<file path="src/rtl/ram_arb_pkg.sv">
// Shared types for ram_port_arbiter: default RAM geometry, requester id and read-return tag.
package ram_arb_pkg;
    localparam int RAM_ADDR_W  = 12;
    localparam int RAM_DATA_W  = 64;
    localparam int NUM_REQ_MAX = 8;
    // Sized for the largest supported requester count so one type serves every build.
    localparam int ID_W        = $clog2(NUM_REQ_MAX);

    typedef logic [ID_W-1:0] req_id_t;

    typedef struct packed {
        logic    valid;
        req_id_t id;
    } rd_tag_t;

    function automatic req_id_t next_id(input req_id_t id, input int n);
        return req_id_t'((int'(id) + 1) % n);
    endfunction
endpackage

</file>
<file path="src/rtl/ram_port_arbiter_rr_arbiter.sv">
// rr_arbiter: one-hot grant to the first requester at or after ptr (wrapping).
// A fixed-priority arbiter is obtained by tying ptr to zero.
module rr_arbiter
    import ram_arb_pkg::*;
#(
    parameter int NUM_REQ = 2
) (
    input  logic [NUM_REQ-1:0] req,
    input  req_id_t            ptr,
    output logic [NUM_REQ-1:0] gnt,
    output req_id_t            gnt_id,
    output logic               any
);
    always_comb begin
        gnt    = '0;
        gnt_id = '0;
        any    = 1'b0;
        for (int k = 0; k < NUM_REQ; k++) begin
            for (int i = 0; i < NUM_REQ; i++) begin
                if (!any && req[i] && ((int'(ptr) + k) % NUM_REQ) == i) begin
                    any    = 1'b1;
                    gnt[i] = 1'b1;
                    gnt_id = req_id_t'(i);
                end
            end
        end
    end
endmodule

</file>
<file path="src/rtl/ram_port_arbiter.sv">
// ram_port_arbiter: shares ram_4096 between NUM_REQ requesters, independent write/read arbitration.
// Define RAM_ARB_FIXED_PRI_EN for lowest-index-wins priority on both ports instead of round-robin.
module ram_port_arbiter
    import ram_arb_pkg::*;
#(
    parameter int NUM_REQ = 2,
    parameter int ADDR_W  = RAM_ADDR_W,
    parameter int DATA_W  = RAM_DATA_W
) (
    input  logic                      clk,
    input  logic                      reset,
    input  logic [NUM_REQ-1:0]        wr_req,
    input  logic [NUM_REQ*ADDR_W-1:0] wr_addr,
    input  logic [NUM_REQ*DATA_W-1:0] wr_data,
    output logic [NUM_REQ-1:0]        wr_gnt,
    input  logic [NUM_REQ-1:0]        rd_req,
    input  logic [NUM_REQ*ADDR_W-1:0] rd_addr,
    output logic [NUM_REQ-1:0]        rd_gnt,
    output logic [NUM_REQ-1:0]        rd_valid,
    output logic [DATA_W-1:0]         rd_data,
    output logic                      ram_write,
    output logic [ADDR_W-1:0]         ram_wr_address,
    output logic [DATA_W-1:0]         ram_data_in,
    output logic                      ram_read,
    output logic [ADDR_W-1:0]         ram_rd_address,
    input  logic [DATA_W-1:0]         ram_data_out
);
    req_id_t              wr_ptr, rd_ptr, wr_id, rd_id;
    logic [NUM_REQ-1:0]   wr_gnt_raw, rd_gnt_raw, rd_cand;
    logic                 wr_any, rd_any;
    logic [ADDR_W-1:0]    wr_addr_sel, rd_addr_sel;
    logic                 write_q, read_q;
    rd_tag_t              rd_tag_pipe [1:2];

    rr_arbiter #(.NUM_REQ(NUM_REQ)) u_wr_arb (
        .req(wr_req), .ptr(wr_ptr), .gnt(wr_gnt_raw), .gnt_id(wr_id), .any(wr_any)
    );

    assign wr_addr_sel = wr_addr[int'(wr_id)*ADDR_W +: ADDR_W];

    // A read to the address being written this cycle waits one cycle so it sees the new data.
    always_comb begin
        rd_cand = rd_req;
        for (int i = 0; i < NUM_REQ; i++) begin
            if (wr_any && rd_addr[i*ADDR_W +: ADDR_W] == wr_addr_sel)
                rd_cand[i] = 1'b0;
        end
    end

    rr_arbiter #(.NUM_REQ(NUM_REQ)) u_rd_arb (
        .req(rd_cand), .ptr(rd_ptr), .gnt(rd_gnt_raw), .gnt_id(rd_id), .any(rd_any)
    );

    assign rd_addr_sel = rd_addr[int'(rd_id)*ADDR_W +: ADDR_W];
    assign wr_gnt      = reset ? '0 : wr_gnt_raw;
    assign rd_gnt      = reset ? '0 : rd_gnt_raw;

`ifdef RAM_ARB_FIXED_PRI_EN
    assign wr_ptr = '0;
    assign rd_ptr = '0;
`else
    always_ff @(posedge clk) begin
        if (reset) begin
            wr_ptr <= '0;
            rd_ptr <= '0;
        end else begin
            if (wr_any) wr_ptr <= next_id(wr_id, NUM_REQ);
            if (rd_any) rd_ptr <= next_id(rd_id, NUM_REQ);
        end
    end
`endif

    always_ff @(posedge clk) begin
        if (reset) begin
            write_q        <= 1'b0;
            read_q         <= 1'b0;
            ram_wr_address <= '0;
            ram_data_in    <= '0;
            ram_rd_address <= '0;
            rd_tag_pipe[1] <= '0;
            rd_tag_pipe[2] <= '0;
        end else begin
            write_q        <= wr_any;
            read_q         <= rd_any;
            if (wr_any) begin
                ram_wr_address <= wr_addr_sel;
                ram_data_in    <= wr_data[int'(wr_id)*DATA_W +: DATA_W];
            end
            if (rd_any) ram_rd_address <= rd_addr_sel;
            rd_tag_pipe[1] <= '{valid: rd_any, id: rd_id};
            rd_tag_pipe[2] <= rd_tag_pipe[1];
        end
    end

    // Reset also suppresses an access already staged in the RAM-side registers.
    assign ram_write = write_q & ~reset;
    assign ram_read  = read_q & ~reset;

    always_comb begin
        rd_valid = '0;
        for (int i = 0; i < NUM_REQ; i++) begin
            if (rd_tag_pipe[2].valid && !reset && rd_tag_pipe[2].id == req_id_t'(i))
                rd_valid[i] = 1'b1;
        end
    end

    assign rd_data = (rd_tag_pipe[2].valid && !reset) ? ram_data_out : '0;
endmodule

</file>
<file path="config.mk">
export PLATFORM = sky130hd
export DESIGN_NAME = ram_port_arbiter
export DESIGN_NICKNAME = d
export VERILOG_FILES = /design/src/rtl/ram_arb_pkg.sv /design/src/rtl/ram_port_arbiter_rr_arbiter.sv /design/src/rtl/ram_port_arbiter.sv
export SDC_FILE = /design/constraint.sdc
export NUM_CORES = 1
export LEC_CHECK = 0
export ABC_AREA = 1
export BUFFER_PORTS_ARGS = -buffer_cell sky130_fd_sc_hd__buf_4
export CAP_MARGIN = 5
export CORE_AREA = 2 2 156 158
export DETAILED_ROUTE_END_ITERATION = 7
export DIE_AREA = 0 0 158 160
export PLACE_DENSITY = 0.62
export SYNTH_ARGS = -nofsm -noshare
export SYNTH_HDL_FRONTEND = slang
export SYNTH_SLANG_ARGS = --single-unit
</file>
<file path="constraint.sdc">
create_clock -name clk -period 1.93 [get_ports clk]
set_input_delay 0.0965 -clock clk [delete_from_list [all_inputs] [get_ports clk]]
set_output_delay 0.0965 -clock clk [all_outputs]
set_load 0.01 [all_outputs]
</file>
# Yosys cells after proc, flatten, opt, wreduce, memory -nomap -nowiden
# Memories as Yosys holds them, arrays and structs flattened.
# Index checks and enable logic that the tools add are counted.
[word_totals]
reg_bits = 92
mem_bits_rw = 8
inputBits = 246
output_inout_bits = 160
memories = 1
[classes]
add_sub_neg = 4
multipliers = 2
n_eq_ne = 5
n_shift = 3
mux = 32
n_bitwise = 7
n_reduce_logical = 31
[mem_list]
columns = ["name", "words", "width", "rd", "rd_ports_with_merged_regs", "write_ports", "line_no", "text"]
rows = [
  ["rd_tag_pipe", 2, 4, 2, 0, 2, "ram_port_arbiter.sv:33", "rd_tag_t rd_tag_pipe [1:2];"],
]
[op_table]
columns = ["op", "n"]
rows = [
  ["$logic_not 32->1", 4],
  ["$shiftx 128x10->64", 1],
  ["$mux 64", 1],
  ["$shiftx 24x8->12", 2],
  ["$mux 1", 27],
  ["$eq 12x12->1", 2],
  ["$logic_and 1x1->1", 19],
  ["$mul 3x2->5 const B", 2],
  ["$mux 4", 2],
  ["$logic_not 1->1", 7],
  ["$add 1x1->1 const B", 4],
  ["$eq 2x2->1 const B", 2],
  ["$mux 2", 2],
  ["$eq 3x1->1 const B", 1],
  ["$logic_not 3->1", 1],
  ["$and 1x1->1", 2],
  ["$and 1x1->1 const A", 2],
  ["$or 1x1->1", 2],
  ["$not 1->1", 1],
]

# Logic depth before layout (Yosys ltp)
[depth]
ltp_word = 36
mapped_depth = 18
depth_no_buf = 17

# By module
# A second synthesis with hierarchy kept.
[hier_totals]
hier_cells = 985
hier_area_um2 = 5744.3
[by_module_without_submodules]
columns = ["module", "instances", "cells_each", "area_each_um2", "seq_area_each_um2"]
rows = [
  ["ram_port_arbiter", 1, 965, 5646.7, 1981.9],
  ["rr_arbiter", 2, 10, 48.8, 0.0],
]

# Worst setup path before layout
# OpenSTA, ideal clock, no wires.
[synth_path]
path_type = "register to output"
startpoint = "reg wr_ptr[0]"
endpoint = "out rd_gnt[0]"
arrival_ns = 1.692
setup_slack_ns = 0.141
stages_incl_launch_ff = 17
n_path_buf = 2
cell_sequence = "dfxtp_1 > inv_2 > nand2_4 > buf_2 > nand3_1 > nand3_1 > nand2_1 > nor2_1 > nand2_1 > nor2_1 > nand2_1 > nand2_2 > inv_2 > nand2_4 > buf_6 > nand2_2 > nor2_1"
[synth_via]
elab_chain_cells = 31
[synth_lines]
columns = ["element", "line_no", "text"]
rows = [
  ["from (decl)", "ram_port_arbiter.sv:28", "req_id_t wr_ptr, rd_ptr, wr_id, rd_id;"],
  ["from (signal assigned)", "ram_port_arbiter.sv:67", "if (wr_any) wr_ptr <= next_id(wr_id, NUM_REQ);"],
  ["$logic_not 32->1", "ram_port_arbiter_rr_arbiter.sv:20", "if (!any && req[i] && ((int'(ptr) + k) % NUM_REQ) == i) begin"],
  ["$logic_and 1x1->1", "ram_port_arbiter_rr_arbiter.sv:20", ""],
  ["$mux 1", "ram_port_arbiter_rr_arbiter.sv:20", ""],
  ["$logic_not 1->1", "ram_port_arbiter_rr_arbiter.sv:20", ""],
  ["$logic_and 1x1->1 (2 in series)", "ram_port_arbiter_rr_arbiter.sv:20", ""],
  ["$mux 1", "ram_port_arbiter_rr_arbiter.sv:20", ""],
  ["$logic_not 1->1", "ram_port_arbiter_rr_arbiter.sv:20", ""],
  ["$logic_and 1x1->1 (2 in series)", "ram_port_arbiter_rr_arbiter.sv:20", ""],
  ["[... 11 more ...]", "--", ""],
  ["$mux 1", "ram_port_arbiter_rr_arbiter.sv:20", ""],
  ["$logic_not 1->1", "ram_port_arbiter_rr_arbiter.sv:20", ""],
  ["$logic_and 1x1->1 (2 in series)", "ram_port_arbiter_rr_arbiter.sv:20", ""],
  ["$mux 1", "ram_port_arbiter_rr_arbiter.sv:20", ""],
  ["$logic_not 1->1", "ram_port_arbiter_rr_arbiter.sv:20", ""],
  ["$logic_and 1x1->1 (2 in series)", "ram_port_arbiter_rr_arbiter.sv:20", ""],
  ["$mux 1 *", "ram_port_arbiter_rr_arbiter.sv:20", ""],
  ["$mux 2 *", "ram_port_arbiter.sv:56", "assign rd_gnt = reset ? '0 : rd_gnt_raw;"],
  ["to (decl)", "ram_port_arbiter.sv:18", "output logic [NUM_REQ-1:0] rd_gnt,"],
]
# Mark *: on every way between the ends. The rest lies on a longest branch, timed or not.

# Worst setup path in the final report
# Same ends and word-level chain as after synthesis.

==> flow_metrics.tcl <==
set metrics [dict create \
    run_status "finished, violations left" \
    failed_checks "setup timing" \
    synth-seq-area-share 0.368 \
    ys.warnings.count 0 \
    worst_pin_slew_ps 610 \
    slowest_delay_ps 320 \
    num_rows 57 \
    drv_slew 0 \
    holdCritPathClass "primary input to register" \
    synth_area_um2 5160 \
    layout-drive-gt1-share 0.392 \
    reg2reg_depth 19 \
    grt_util_all_layers 0.176 \
    crit_chain "inv_2, nand2_4, buf_6, nand3_1, nand2_1, nand2_1, nand2_1, nor2_1, nand2_1, nor2_1, nand2_1, nand2_2, inv_2, nand2_4, nand2_2, nor2_2, buf_4" \
    vias_per_cell 4.34 \
    grt_max_degree 74 \
    multi_input_area_um2 2630 \
    slew_headroom 0.593 \
    worstSetupPathType "register to primary output" \
    synth_nets 1086 \
    dr_total_vias 6993 \
    syn_inst 840 \
    antenna_cells 0 \
    fillers 2517 \
    critPathBufInv 4 \
    detail_route.wl_per_cell_um 14.7 \
    root_buffer "clkbuf_16" \
    slowest_stage "dfxtp_2" \
    hold_path_depth 3 \
    worstPathMaxFanout 14 \
    cellLeakagePower_nw 5.09 \
    drc 0 \
    hpwl_um 18500 \
    crit_required_ps 1830 \
    maxCapViolCount 0 \
    fin_crit_ps 2240 \
    finalCritPeriodShare 1.16 \
    crit_start "wr_ptr[0]" \
    fin_worst_skew_ps 8.31 \
    path_clk_slew_ps 70 \
    clock_sinks 95 \
    first_pass_iters 5 \
    cts_tree "built" \
    fin_total_pwr_mw 5.88 \
    antenna_left 0 \
    io_pins 406 \
    wl_um 23800 \
    grt_overflow 0 \
    r2r_start "wr_ptr[0]" \
    nNetsFinal 1530 \
    synthToLayoutAreaGrowth_pct 84.4 \
    grt_pass1_vias 6587 \
    power_density_nw_per_um2 618 \
    rsz0062_at_grt "true" \
    drt_iter0_drc 336 \
    antenna_found_initial 0 \
    critical_path_arrival_ps 2150 \
    io_buffers 405 \
    cts_buffers 9 \
    fp.dieH_um 160 \
    critPathTopFamily "simple AND/OR/NAND/NOR gates" \
    setup_ws_ps -314 \
    cts.htree.levels 3 \
    regArea_um2 1900 \
    die_width_um 158 \
    cpMostUsedCell "nand2_1" \
    start_util 0.217 \
    clock_latency_ps 350 \
    pre_cts_ws_ps -79.9 \
    gp_congestion 0.905 \
    grt_pass1_wl_um 34500 \
    max_freq_mhz 446 \
    finalSetupViolCount 15 \
    dieArea_um2 25300 \
    synth_cell_types 23 \
    path_depth 17 \
    ys_ff_latch 95 \
    min-delay-start "wr_data[54]" \
    clockBufferDepth 2 \
    endpoint_kind "primary output" \
    core_area_um2 23800 \
    cp-start-kind "register" \
    synth_area_per_cell_um2 6.15 \
    ir_worst_vdd_mv 0.331 \
    finalHoldViolations 0 \
]
## cells in the final DEF, fill, tap and decap left out, types with 9 or more instances in the layout
cell and n:
buf_4 431, nand2_1 301, inv_1 114, dfxtp_1 94, nor2_1 85, nand3_1 73, a31oi_1 64, dlygate4sd3_1 25
buf_6 20, o21ai_0 12, nand2_2 11, a21oi_1 11, clkbuf_16 9
## cell usage after synthesis
cell type	number	area (um^2)
nor2_1	88	330
nand3_1	76	380
nand2_1	303	1140
inv_1	115	432
buf_1	6	22.5
clkbuf_1	30	113
a31oi_1	64	400
inv_2	3	11.3
nand2_2	9	56.3
buf_4	3	22.5
a21oi_4	1	16.3
nand2_4	4	45.0
nand3b_2	1	11.3
a21oi_1	12	60.1
nand3b_1	5	37.5
dfxtp_1	95	1900
a21oi_2	1	8.76
nor2_4	1	11.3
o21ai_0	12	60.1
nand3_4	1	17.5
buf_2	3	15.0
buf_6	6	67.6
nor2_2	1	6.26
## metrics by stage
stage | std cells | util | hold WS, ps | area (um^2) | setup TNS [ps]
floorplan | 840 | - | 223 | 5160 | 0
global placement | 1556 | 0.365 | 316 | 8700 | -781
detailed placement | 1556 | 0.365 | 320 | 8700 | -720
finish | 1613 | 0.400 | 10.9 | 9520 | -3120
global route | 1613 | 0.400 | 12.4 | 9520 | -5880
CTS | 1611 | 0.398 | 0.477 | 9480 | -2110
## what timing repair did
action,in CTS,in global routing
buffers inserted,16,2
pin swaps,8,10
endpoints found under the hold margin,23,1
cloned,0,0
gates resized for setup,24,6
endpoints found under the setup margin,14,18
hold buffers,24,1
## tightest hold or removal path, cell delays in order
cell and delay (ps):
buf_4 70, nand2_1 40, a31oi_1 100
## cell families after synthesis
kind of cell           after synthesis  synth area share
AO/OA/AOI/OAI                       90             0.106
flip-flops                          95             0.368
AND/OR/NAND/NOR                    489             0.394
buffers and inverters              166             0.132
## where the power goes
part | switching [mW] | internal (mW) | total (mW) | leakage [nW]
registers | 0.0879 | 2.11 | 2.20 | 0.787
logic | 0.796 | 0.887 | 1.68 | 4.14
clock network | 0.818 | 1.18 | 2.00 | 0.159
total | 1.70 | 4.18 | 5.88 | 5.09
## cell type report
type | count | share of cell area
Tap cell | 324 | 0.0426
Clock inverter | 6 | 0.00946
Timing Repair Buffer | 481 | 0.400
Multi-Input combinational cell | 579 | 0.276
Clock buffer | 10 | 0.0251
Inverter | 118 | 0.0465
Sequential cell | 95 | 0.200
## per-layer routing
metal	part of all wire	GRT usage
met1	0.38	0.194
met2	0.50	0.320
met3	0.089	0.0445
met4	0.030	0.0688
met5	0	0
## registers in the layout (all words and copies together), names as in the netlist
name            cells
read_q              1
write_q             1
ram_wr_address     12
wr_ptr              1
ram_rd_address     12
ram_data_in        64
rd_ptr              1
rd_tag_pipe         3
## worst paths after layout
check	slack [ps]	endpoint
worst max-delay path	-310	rd_gnt[0]
worst min-delay path	10	ram_data_in[54]
worst max register to register	-210	ram_rd_address[10]
worst min register to register	410	rd_tag_pipe[2][0]
Note: power is estimated with default switching activity, not from simulation.
